[src/rtl/quotient_register.sv]
// quotient_register: iterative quotient/root accumulator for the MDR datapath.
// Each RUN cycle shifts ~rem_sign into quo. After N iterations it pulses done
// and returns to IDLE. N is DW for DIV, MULT and undefined encodings, and DW/2
// for ROOT. quo_x2 feeds the w_quo_X_a2 input of the quotient output mux.
// Optional feature: define QUO_ABORT_EN to add an 'abort' input, which cancels
// a running operation and clears the result.

package pkg_system_mdr;
  typedef enum logic [1:0] {
    MULT = 2'd0,
    DIV  = 2'd1,
    ROOT = 2'd2
  } mdr_op_e;
endpackage

module quotient_register
  import pkg_system_mdr::*;
#(
  parameter int DW = 16,
  parameter int CW = $clog2(DW) + 1
) (
  input  logic          clk,
  input  logic          rst,
  input  logic          start,
  input  logic [1:0]    op,
  input  logic          rem_sign,
`ifdef QUO_ABORT_EN
  input  logic          abort,
`endif
  output logic [DW-1:0] quo,
  output logic [DW-1:0] quo_x2,
  output logic [CW-1:0] count,
  output logic          busy,
  output logic          done,
  output logic          state_dbg
);

  // Handshake: start is a level that is sampled only on an IDLE edge. busy is
  // high from the accepting edge until the completing edge. done is a single
  // cycle pulse after the completing edge. Because that done cycle is already
  // IDLE, a start held in that cycle is accepted back-to-back.

  typedef enum logic {
    IDLE = 1'b0,
    RUN  = 1'b1
  } state_e;

  state_e        state;
  logic [1:0]    op_q;
  logic [CW-1:0] last_cnt;
  logic [DW-1:0] quo_next;

  // Count value on the edge before the completing edge.
  // ROOT needs DW/2 iterations. Every other encoding needs DW.
  always_comb begin
    last_cnt = CW'(DW - 1);
    if (op_q == 2'(ROOT)) last_cnt = CW'(DW / 2 - 1);
  end

  // Next quotient: MULT only tracks timing, so it keeps quo at zero.
  always_comb begin
    quo_next = {quo[DW-2:0], ~rem_sign};
    if (op_q == 2'(MULT)) quo_next = '0;
  end

  // Main FSM: accepts start, shifts quotient bits and completes after N steps.
  always_ff @(posedge clk or negedge rst) begin
    if (!rst) begin
      state <= IDLE;
      op_q  <= 2'(DIV);
      quo   <= '0;
      count <= '0;
      busy  <= 1'b0;
      done  <= 1'b0;
    end else begin
      case (state)
        IDLE: begin
          done <= 1'b0;
          if (start) begin
            op_q  <= op;
            quo   <= '0;
            count <= '0;
            busy  <= 1'b1;
            state <= RUN;
          end
        end
        RUN: begin
`ifdef QUO_ABORT_EN
          if (abort) begin
            quo   <= '0;
            count <= '0;
            busy  <= 1'b0;
            done  <= 1'b0;
            state <= IDLE;
          end else
`endif
          begin
            quo   <= quo_next;
            count <= count + 1'b1;
            if (count == last_cnt) begin
              done  <= 1'b1;
              busy  <= 1'b0;
              state <= IDLE;
            end
          end
        end
        default: state <= IDLE;
      endcase
    end
  end

  assign quo_x2    = {quo[DW-2:0], 1'b0};
  assign state_dbg = (state == RUN);

endmodule

[config.mk]
export PLATFORM = sky130hd
export DESIGN_NAME = quotient_register
export DESIGN_NICKNAME = d
export VERILOG_FILES = /design/src/rtl/quotient_register.sv
export SDC_FILE = /design/constraint.sdc
export NUM_CORES = 1
export LEC_CHECK = 0
export CAP_MARGIN = 10
export CORE_MARGIN = 2
export CORE_UTILIZATION = 40
export CTS_CLUSTER_SIZE = 14
export DETAILED_ROUTE_END_ITERATION = 6
export PLACE_DENSITY = 0.79
export SYNTH_ARGS = -nofsm -noshare
export SYNTH_HDL_FRONTEND = slang
export SYNTH_SLANG_ARGS = --single-unit
[constraint.sdc]
create_clock -name clk -period 1.6 [get_ports clk]
set_input_delay 0.32 -clock clk [delete_from_list [all_inputs] [get_ports clk]]
set_output_delay 0.32 -clock clk [all_outputs]
set_load 0.02 [all_outputs]
==> results of run 1 <==
## final timing paths
kind | end | slack [ns] | depth (start not counted)
setup / recovery | count[3] | 0.14 | 1
hold / removal | count[1] | 0.26 | 1
setup reg to reg | op_q[1] | 0.30 | 3
hold reg to reg | done | 0.53 | 1
max in group asynchronous | quo[9] | 0.85 | 2
min in group clk | done | 0.53 | 1
## through the flow
| step | util [%] | instance area, µm² | setup slack (ns) | power (mW) |
|---|---|---|---|---|
| 3_5_place_dp | 56.08 | 1546 | 0.09293 | 2.449 |
| 2_1_floorplan | - | 1152 | 0.3629 | 1.898 |
| 4_1_cts | 55.63 | 1534 | 0.1194 | 2.635 |
| 3_3_place_gp | 56.08 | 1546 | 0.1215 | 2.398 |
| 5_1_grt | 55.63 | 1534 | 0.07214 | 2.766 |
| 6_report | 55.63 | 1534 | 0.1385 | 2.594 |
## power breakdown
part,switching [mW],internal (mW)
registers,0.184,0.851
logic,0.707,0.530
clock network,0.183,0.139
## cell families after synthesis
group           Yosys count
buf+inv                  20
xor+xnor                  4
compound gates           24
fa+ha+maj                 1
simple gates             14
flops                    26
mux                       3
other cells               1
## final cells by class
type	instances	share of cell area [%]
Tap cell	31	2.529
Clock buffer	4	2.365
Sequential cell	26	42.50
Inverter	1	0.2447
Multi-Input combinational cell	47	23.08
Timing Repair Buffer	50	29.28
## cells in the final DEF (no fill, tap or decap), types with 2 or more instances in the layout
| master | synthesis | final |
|---|---|---|
| dlygate4sd2_1 | 0 | 39 |
| dfrtp_1 | 25 | 25 |
| a22o_1 | 17 | 17 |
| clkdlybuf4s50_1 | 0 | 5 |
| buf_4 | 19 | 5 |
| nand2b_1 | 4 | 4 |
| xnor2_1 | 3 | 3 |
| nand2_1 | 3 | 3 |
| o21ai_0 | 3 | 3 |
| clkbuf_4 | 0 | 3 |
| a21oi_1 | 2 | 2 |
| mux2_2 | 2 | 2 |
| nand3_1 | 2 | 2 |
## per-layer routing
metal	vias up	wire length (µm)	global-route usage [%]
met5	-	0	0
li1	378	-	-
met1	406	1098	22.22
met2	38	1074	22.40
met4	0	12	5.980
met3	2	180	2.679
## worst register-to-register path, cell delays in order (launching register included)
cell,delay (ns)
dfrtp_1,0.41
buf_4,0.19
and2b_1,0.26
mux2_2,0.34
## registers in the layout (all words and copies together), names as in the netlist
| signal | count |
|---|---|
| count | 5 |
| op_q | 2 |
| quo | 16 |
| busy | 1 |
| done | 1 |
| state_dbg | 1 |
## what timing repair did
item                                    4_1_cts  5_1_grt
hold buffers                                  0        0
buffers inserted                              0        0
gates resized for setup                      39        0
endpoints found under the setup margin       39        0
==> results by group, run 1 <==
Status
  – Status: finished clean

Yosys
  – Area contributors post-synth: dfrtp_1 54%, a22o_1 13%, buf_4 12%, dfstp_2 2.3%, xnor2_1 2.3%
  – Post-Synth Simple-Gate Area: 7.058%
  – Post-synth ARST share: 100.0%
  – Post-synthesis sequential area ratio: 56.57%
  – Mux cell area share after synthesis: approximately 2.8%
  – Top cells by count, synth: 25 x dfrtp_1, 19 x buf_4, 17 x a22o_1, 4 x nand2b_1
  – Mapped Cells: 93
  – Adder-cell share of the synthesized area: 1.086%
  – #FFs+latches synth: 26
  – Synth Net Count: 100
  – Yosys top cell by area: dfrtp_1
  – Post-synth EDFFs: 0
  – Yosys warns: 0
  – Largest family of logic cells by synthesized area: compound AO/OA/AOI/OAI gates
  – Mapped cell area: between 1000 and 1500 µm²
  – Compound-Gate Fraction of Synth Area: 16.40%
  – Syn_area_per_cell: approximately 12 µm²
  – Xor/xnor share of the synthesized area: 3.040%
  – Post-synthesis cell type count: 23
  – Most used DFF post-synth: dfrtp_1
  – Top cell type's share of synthesized area: 54.29%
  – Top-count cell post-synth: dfrtp_1

Die
  – I/O pins: 46
  – Die H: 57.68 µm
  – FP Rows: 19
  – Core area: 2758 µm²
  – Die W: 57.68 µm
  – Die area: 3326 µm²
  – Initial Utilization: 41.79%

Critical path
  – Crit path max fanout: 5
  – CP max stage delay: about 0.46 ns
  – Worst path cell trace: dlygate4sd2_1
  – CP Data Arrival Time: 1.14 ns
  – Crit path required time: 1.28 ns
  – Critical Path Source: count[3]
  – Reg2reg start: state_dbg
  – Crit. End Element: primary output
  – Crit Path Category: flop to primary output
  – Startpoint class of the critical path: flop
  – Critical path's slowest cell: dfrtp_1
  – CP top delay family: flip-flops
  – CP Buf/Inv Count: 1

Global routing
  – Initial antenna violation count: 0
  – Number of global-route vias before repair: 822
  – Global-route wire length before repair: 3912 µm
  – All-Layer GR Usage: 15.15%
  – Pin count of the biggest net entering global routing: 19
  – Total gr overflow: 0

Hold path
  – Worst Hold Class: primary input to asynchronous set/reset pin

Timing
  – Minimum clock period: 1.461 ns
  – Final Skew: 0.002985 ns
  – Setup_tns: 0 ns
  – RSZ-0062 raised after global routing: no
  – Hold_ws: 0.2639 ns
  – Fmax: 684.2 MHz
  – Fin. max-slew vios: 0
  – Final hold viol count: 0
  – Final setup violation count: 0
  – Fin crit share: 91.34%

CTS
  – Clk sinks: 26
  – Clock Tree Root: clkbuf_4
  – Worst skew pair latency: around 0.31 ns
  – Num CTS Buffers: 3
  – CTS tree: built
  – Maximum root-to-sink buffer count: 2
  – CTS clk-pin slew, worst paths: 0.13 ns
  – # H-tree levels: 1

Place
  – I/O Buffers: 44
  – DPL Wire Length: approximately 1700 µm
  – GPL Wtd Cong: 0.7892
  – Placed cells: 155

Cells and area
  – Final Net Count: about 140
  – FF+latch area: approximately 650 µm²
  – Area of the multi-input gates: ~350 µm²
  – Fillers: 249
  – Non-Filler Instances: roughly 160
  – Area delta synth->final: 33.12%
  – N_diodes: 0
  – Layout cell share with drive strength beyond 1: 10.94%

Route
  – Antenna Violating Nets Remaining: 0
  – Wire per inst: roughly 15 µm
  – Vias: approximately 820
  – Initial detailed-routing violation count: 25
  – Drt total wl: 2365 µm
  – DRT Pass-1 Iters: 4
  – Post-route DRC: 0
  – Drt via density: 5.182

Power
  – Pleak: 0.8513 nW
  – Power density over the cells: between 1500 and 2000 nW/µm²
  – VDD IR max: 1.214 mV

Run
  – MaxCap Viol Count: 0
No activity file was read; power rests on OpenSTA's default activity.
==> run 2: changes to the inputs <==
clock period = 1.5 ns   (was 1.6 ns; I/O delays follow)
==> run 2 against run 1 <==
Effect of this change:
- worst hold slack worse by 0.011 ns
- via count increased by 0.36%
- combinational power up 11%
- largest power group unchanged
==> results by group, run 2 (synthesis gave the netlist of run 1 again) <==
Global routing
  – Global route hottest layer: met2
  – All-Layer GR Usage: 15.59% (+0.43 points)
  – Met3 usage: 3.348% (+0.67 points)
  – Initial antenna violation count: 0 (unchanged)
  – Number of global-route vias before repair: 843 (+2.6%)
  – Total gr overflow: 0 (unchanged)
  – M2 GR Usage: 24.03% (+1.6 points)
  – Met1 Track Usage GR: 21.38% (-0.85 points)
  – Pin count of the biggest net entering global routing: 19 (unchanged)
  – Global-route wire length before repair: 3988 µm (+1.9%)

Timing
  – Fmax: 709.1 MHz
  – Final hold viol count: 0 (unchanged)
  – Setup_tns: 0 ns (unchanged)
  – Hold_ws: 0.2533 ns (-0.01057 ns)
  – RSZ-0062 raised after global routing: no
  – Final Skew: 0.01560 ns (+0.01261 ns)
  – Fin crit share: 94.01%
  – Fin. max-slew vios: 0 (unchanged)
  – Minimum clock period: 1.410 ns
  – Final setup violation count: 0 (unchanged)

Critical path
  – R2R Setup Slk: 0.19 ns (-0.11 ns)
  – CP max stage delay: 0.44 ns (-0.02 ns)
  – CP Data Arrival Time: 1.11 ns (-0.03 ns)
  – Reg2reg path depth: 3 (unchanged)
  – Crit path required time: 1.20 ns (-0.08 ns)
  – CP Buf/Inv Count: 1 (unchanged)
  – Reg2reg start: state_dbg
  – Startpoint class of the critical path: flop
  – Crit Path Category: flop to primary output
  – Crit. End Element: primary output
  – FF-to-FF End: op_q[1]
  – Worst path cell trace: dlygate4sd2_1
  – Critical Path Source: count[4]
  – Critical Path Sink: count[4]
  – CP top delay family: flip-flops
  – Crit path max fanout: 4 (-1)
  – Critical path's slowest cell: dfrtp_1
  – Stages on worst setup path: 1 (unchanged)

Route
  – Wire per inst: 14.40 µm (-3.2%)
  – Vias: 827 (+0.36%)
  – DRT Pass-1 Iters: 4 (unchanged)
  – Antenna Violating Nets Remaining: 0 (unchanged)
  – Initial detailed-routing violation count: 19 (-24%)
  – Drt via density: 5.137 (-0.88%)
  – Post-route DRC: 0 (unchanged)
  – Drt total wl: 2318 µm (-2.0%)

CTS
  – CTS tree: built
  – # H-tree levels: 1 (unchanged)
  – Clk sinks: 26 (unchanged)
  – Num CTS Buffers: 3 (unchanged)
  – Maximum root-to-sink buffer count: 2 (unchanged)
  – Worst skew pair latency: 0.32 ns (about the same)
  – Clock Tree Root: clkbuf_4
  – CTS clk-pin slew, worst paths: 0.15 ns (+0.02 ns)
  – CTS Hold Bufs: 0 (unchanged)

Cells and area
  – Largest regs: quo x16, count x5, op_q x2
  – Most frequent cells in the layout: 39 x dlygate4sd2_1, 25 x dfrtp_1, 17 x a22o_1
  – Most common cell after layout, fill and taps aside: dlygate4sd2_1
  – Largest register FFs: 16 (unchanged)
  – Area delta synth->final: 36.92%
  – Biggest register: quo
  – Area of the multi-input gates: 354.1 µm² (unchanged)
  – Layout cell share with drive strength beyond 1: 12.31% (+1.4 points)
  – Fillers: 236 (-5.2%)
  – FF+latch area: 651.9 µm² (unchanged)
  – Final Net Count: 138 (+1.5%)
  – N_diodes: 0 (unchanged)

Die
  – Die W: 57.68 µm (unchanged)
  – Core area: 2758 µm² (unchanged)
  – I/O pins: 46 (unchanged)
  – Initial Utilization: 41.79% (unchanged)
  – Die H: 57.68 µm (unchanged)
  – Die area: 3326 µm² (unchanged)
  – FP Rows: 19 (unchanged)

Place
  – I/O Buffers: 44 (unchanged)
  – GPL Wtd Cong: 0.7437 (-5.8%)
  – DPL Wire Length: 1674 µm (-0.49%)

Power
  – Pleak: 0.8727 nW (+2.5%)
  – VDD IR max: 1.312 mV (+8.1%)
  – Power density over the cells: 1852 nW/µm² (+9.5%)

Hold path
  – Worst Hold Class: primary input to asynchronous set/reset pin

Status
  – Status: finished clean

Run
  – MaxCap Viol Count: 0 (unchanged)
run 2: cell count changes in the layout (fill, tap and decap cells not counted), sizes merged:
cell    previous run  this run
buf                6         8
bufinv             0         1
clkbuf             4         3
run 2: routing by layer:
| layer | vias up | share of wire, % |
|---|---|---|
| met4 | 0 | 0.56 |
| met2 | 34 | 46 |
| met1 | 409 | 47 |
| met5 | - | 0 |
| met3 | 2 | 6.4 |
| li1 | 382 | - |
run 2: worst min-delay path by stage:
stage             from        to  slack (ns)  cells past startpoint
6_report           rst  count[0]        0.25                      1
2_1_floorplan      rst      busy       0.004                      0
4_1_cts            rst  count[0]        0.25                      1
5_1_grt            rst      busy        0.25                      1
3_5_place_dp   quo[15]   quo[15]        0.50                      1
3_3_place_gp   quo[15]   quo[15]        0.49                      1
run 2: cell type report:
class / count / share of cell area [%]
Inverter: 1 / 0.2379
Tap cell: 31 / 2.458
Clock inverter: 1 / 1.903
Clock buffer: 3 / 1.427
Timing Repair Buffer: 52 / 30.21
Sequential cell: 26 / 41.32
Multi-Input combinational cell: 47 / 22.44
run 2: worst register-to-register path: stages, from the launching register on:
cell	delay, ns
dfrtp_1	0.41
buf_4	0.18
and2b_1	0.25
mux2_2	0.35
run 2: report_power, final:
group          switching, mW  internal (mW)  total (mW)
Clock                  0.202          0.270       0.472
Sequential             0.163          0.908        1.07
Combinational          0.777          0.602        1.38
run 2: what timing repair did:
item                       CTS  global route
setup endpoints to repair   39             0
buffers inserted             0             0
gates resized for setup     39             0
run 2: metrics by stage:
step                      setup WS [ns]  instance area (µm²)  std cells  power, mW  util [%]
final                           0.08980                 1578        161      2.922     57.21
after global routing            0.01437                 1578        161      3.122     57.21
after CTS                       0.06849                 1578        161      2.966     57.21
after detailed placement        0.01299                 1574        157      2.650     57.08
after global placement          0.03421                 1574        157      2.598     57.08
after floorplan                  0.2629                 1152         93      2.025         -
==> run 3: changes to the inputs <==
GPL_TIMING_DRIVEN = 0   (was default)
==> run 3 against run 2 <==
Effect of this change:
- via count increased by 9.6%
- maximum frequency shrank 3.5%
- sequential share of layout area fell by 2.6 points
- routed wire length increased by 17%
- sequential power grew 6%
- setup slack got worse by 0.051 ns
- combinational power rose by 4%
- first-iteration DRC count down 42%
- core utilization increased by 4.6 points
- critical path type unchanged
- largest cell class unchanged
- largest power group unchanged
- highest routed layer unchanged
==> results by group, run 3 (synthesis gave the netlist of run 1 again) <==
Critical path
  – Crit path required time: 1.20 ns (about the same)
  – Crit. End Element: primary output
  – Crit path max fanout: 2 (-2)
  – CP Data Arrival Time: 1.16 ns (+0.05 ns)
  – Startpoint class of the critical path: flop
  – Crit Path Category: flop to primary output

CTS
  – Clock Tree Root: clkbuf_4
  – CTS clk-pin slew, worst paths: 0.14 ns (about the same)
  – CTS Hold Bufs: 0 (unchanged)
  – # H-tree levels: 1 (unchanged)
  – Maximum root-to-sink buffer count: 2 (unchanged)
  – Clk sinks: 26 (unchanged)
  – Num CTS Buffers: 3 (unchanged)
  – Worst skew pair latency: 0.33 ns (about the same)
  – CTS tree: built

Global routing
  – Global-route wire length before repair: 4657 µm (+17%)
  – Initial antenna violation count: 0 (unchanged)
  – All-Layer GR Usage: 18.66% (+3.1 points)
  – Total gr overflow: 0 (unchanged)
  – Pin count of the biggest net entering global routing: 27 (+8)
  – Number of global-route vias before repair: 944 (+12%)

Run
  – MaxCap Viol Count: 0 (unchanged)

Cells and area
  – Largest register FFs: 16 (unchanged)
  – Most common cell after layout, fill and taps aside: buf_4
  – Area delta synth->final: 47.88%
  – Fin area: 1704 µm² (+8.0%)
  – Largest regs: quo x16, count x5, op_q x2
  – Final Net Count: 162 (+17%)
  – Most frequent cells in the layout: 36 x buf_4, 24 x dlygate4sd2_1, 19 x dfrtp_1
  – N_diodes: 0 (unchanged)
  – Layout cell share with drive strength beyond 1: 39.61% (+27 points)
  – Biggest register: quo

Hold path
  – Worst Hold Class: primary input to asynchronous set/reset pin

Power
  – VDD IR max: 1.257 mV (-4.2%)
  – Pwr Total: 3.039 mW (+4.0%)
  – Power density over the cells: 1783 nW/µm² (-3.7%)
  – Pleak: 0.9544 nW (+9.4%)

Route
  – Drt via density: 4.897 (-4.7%)
  – Initial detailed-routing violation count: 11 (-8)
  – DRT Pass-1 Iters: 4 (unchanged)
  – Drt total wl: 2713 µm (+17%)
  – Antenna Violating Nets Remaining: 0 (unchanged)
  – Vias: 906 (+9.6%)
  – Post-route DRC: 0 (unchanged)
  – Wire per inst: 14.66 µm (+1.9%)

Die
  – Initial Utilization: 41.79% (unchanged)
  – FP Rows: 19 (unchanged)
  – Core area: 2758 µm² (unchanged)
  – Die W: 57.68 µm (unchanged)
  – Die H: 57.68 µm (unchanged)
  – I/O pins: 46 (unchanged)
  – Die area: 3326 µm² (unchanged)

Place
  – GPL Wtd Cong: 0.7702 (+3.6%)
  – DPL Wire Length: 1841 µm (+10%)
  – I/O Buffers: 44 (unchanged)
  – Placed Instance Area: 1632 µm² (+3.7%)

Timing
  – Fin crit share: 97.39% (+3.4 points)
  – Fmax: 684.5 MHz (-3.5%)
  – Minimum clock period: 1.461 ns (+0.05061 ns)
  – RSZ-0062 raised after global routing: no
  – Final hold viol count: 0 (unchanged)
  – Final setup violation count: 0 (unchanged)
  – Final Skew: 0.006242 ns (-0.009356 ns)
  – Fin. max-slew vios: 0 (unchanged)

Status
  – Status: finished clean
==> run 3: critical path, stage by stage (launching register included) <==
cell and delay (ns):
dfrtp_1 0.43, buf_4 0.15, buf_4 0.12, buf_2 0.15
==> run 3: final cells by class <==
cell class	count	area (µm²)
plain buffers	19	142.6
repair buffers	57	452.9
flip-flops and latches	26	659.4
multi-input cells	47	354.1
clock inverters	1	30.03
clock buffers	3	22.52
well taps	31	38.79
inverters	1	3.754
fillers	247	1054
==> run 3: path summary, 6_finish.rpt <==
| kind | startpoint | to | slack [ns] | depth (start not counted) |
|---|---|---|---|---|
| worst max-delay path | quo[7] | quo_x2[8] | 0.04 | 3 |
| min in group clk | quo[15] | quo[15] | 0.52 | 1 |
| worst min register to register | quo[15] | quo[15] | 0.52 | 1 |
| max in group asynchronous | rst | op_q[0] | 0.81 | 2 |
| worst max register to register | op_q[0] | quo[3] | 0.24 | 3 |
| worst min-delay path | rst | count[0] | 0.20 | 1 |
==> run 3: what timing repair did <==
item                                    4_1_cts  5_1_grt
endpoints found under the setup margin       39        8
buffers inserted                             16        0
resized for setup                            80       11
==> run 3: power by group <==
part | total, mW | switching, mW | internal (mW)
clock network | 0.482 | 0.212 | 0.270
logic | 1.43 | 0.775 | 0.652
registers | 1.13 | 0.211 | 0.919
total | 3.04 | 1.20 | 1.84
==> run 3: stage by stage <==
step / util (%) / cells / hold WS [ns] / setup WS, ns / setup TNS, ns
after detailed placement: 59.17 / 168 / 0.5045 / -0.1720 / -5.417
final: 61.80 / 185 / 0.1957 / 0.03919 / 0
after global routing: 61.80 / 185 / 0.1736 / 0.001254 / 0
after CTS: 61.89 / 188 / 0.5308 / 0.008234 / 0
after global placement: 59.17 / 168 / 0.4953 / -0.1564 / -4.913
after floorplan: - / 93 / 0.004409 / 0.2629 / 0
==> run 3: metal layers <==
metal  vias to the layer above  track usage [%]  share of wire, %
met1                       434            25.62                46
met5                         -                0                 0
met4                         0            6.977               1.4
met3                         4            3.125               6.1
met2                        36            29.87                47
li1                        432                -                 -
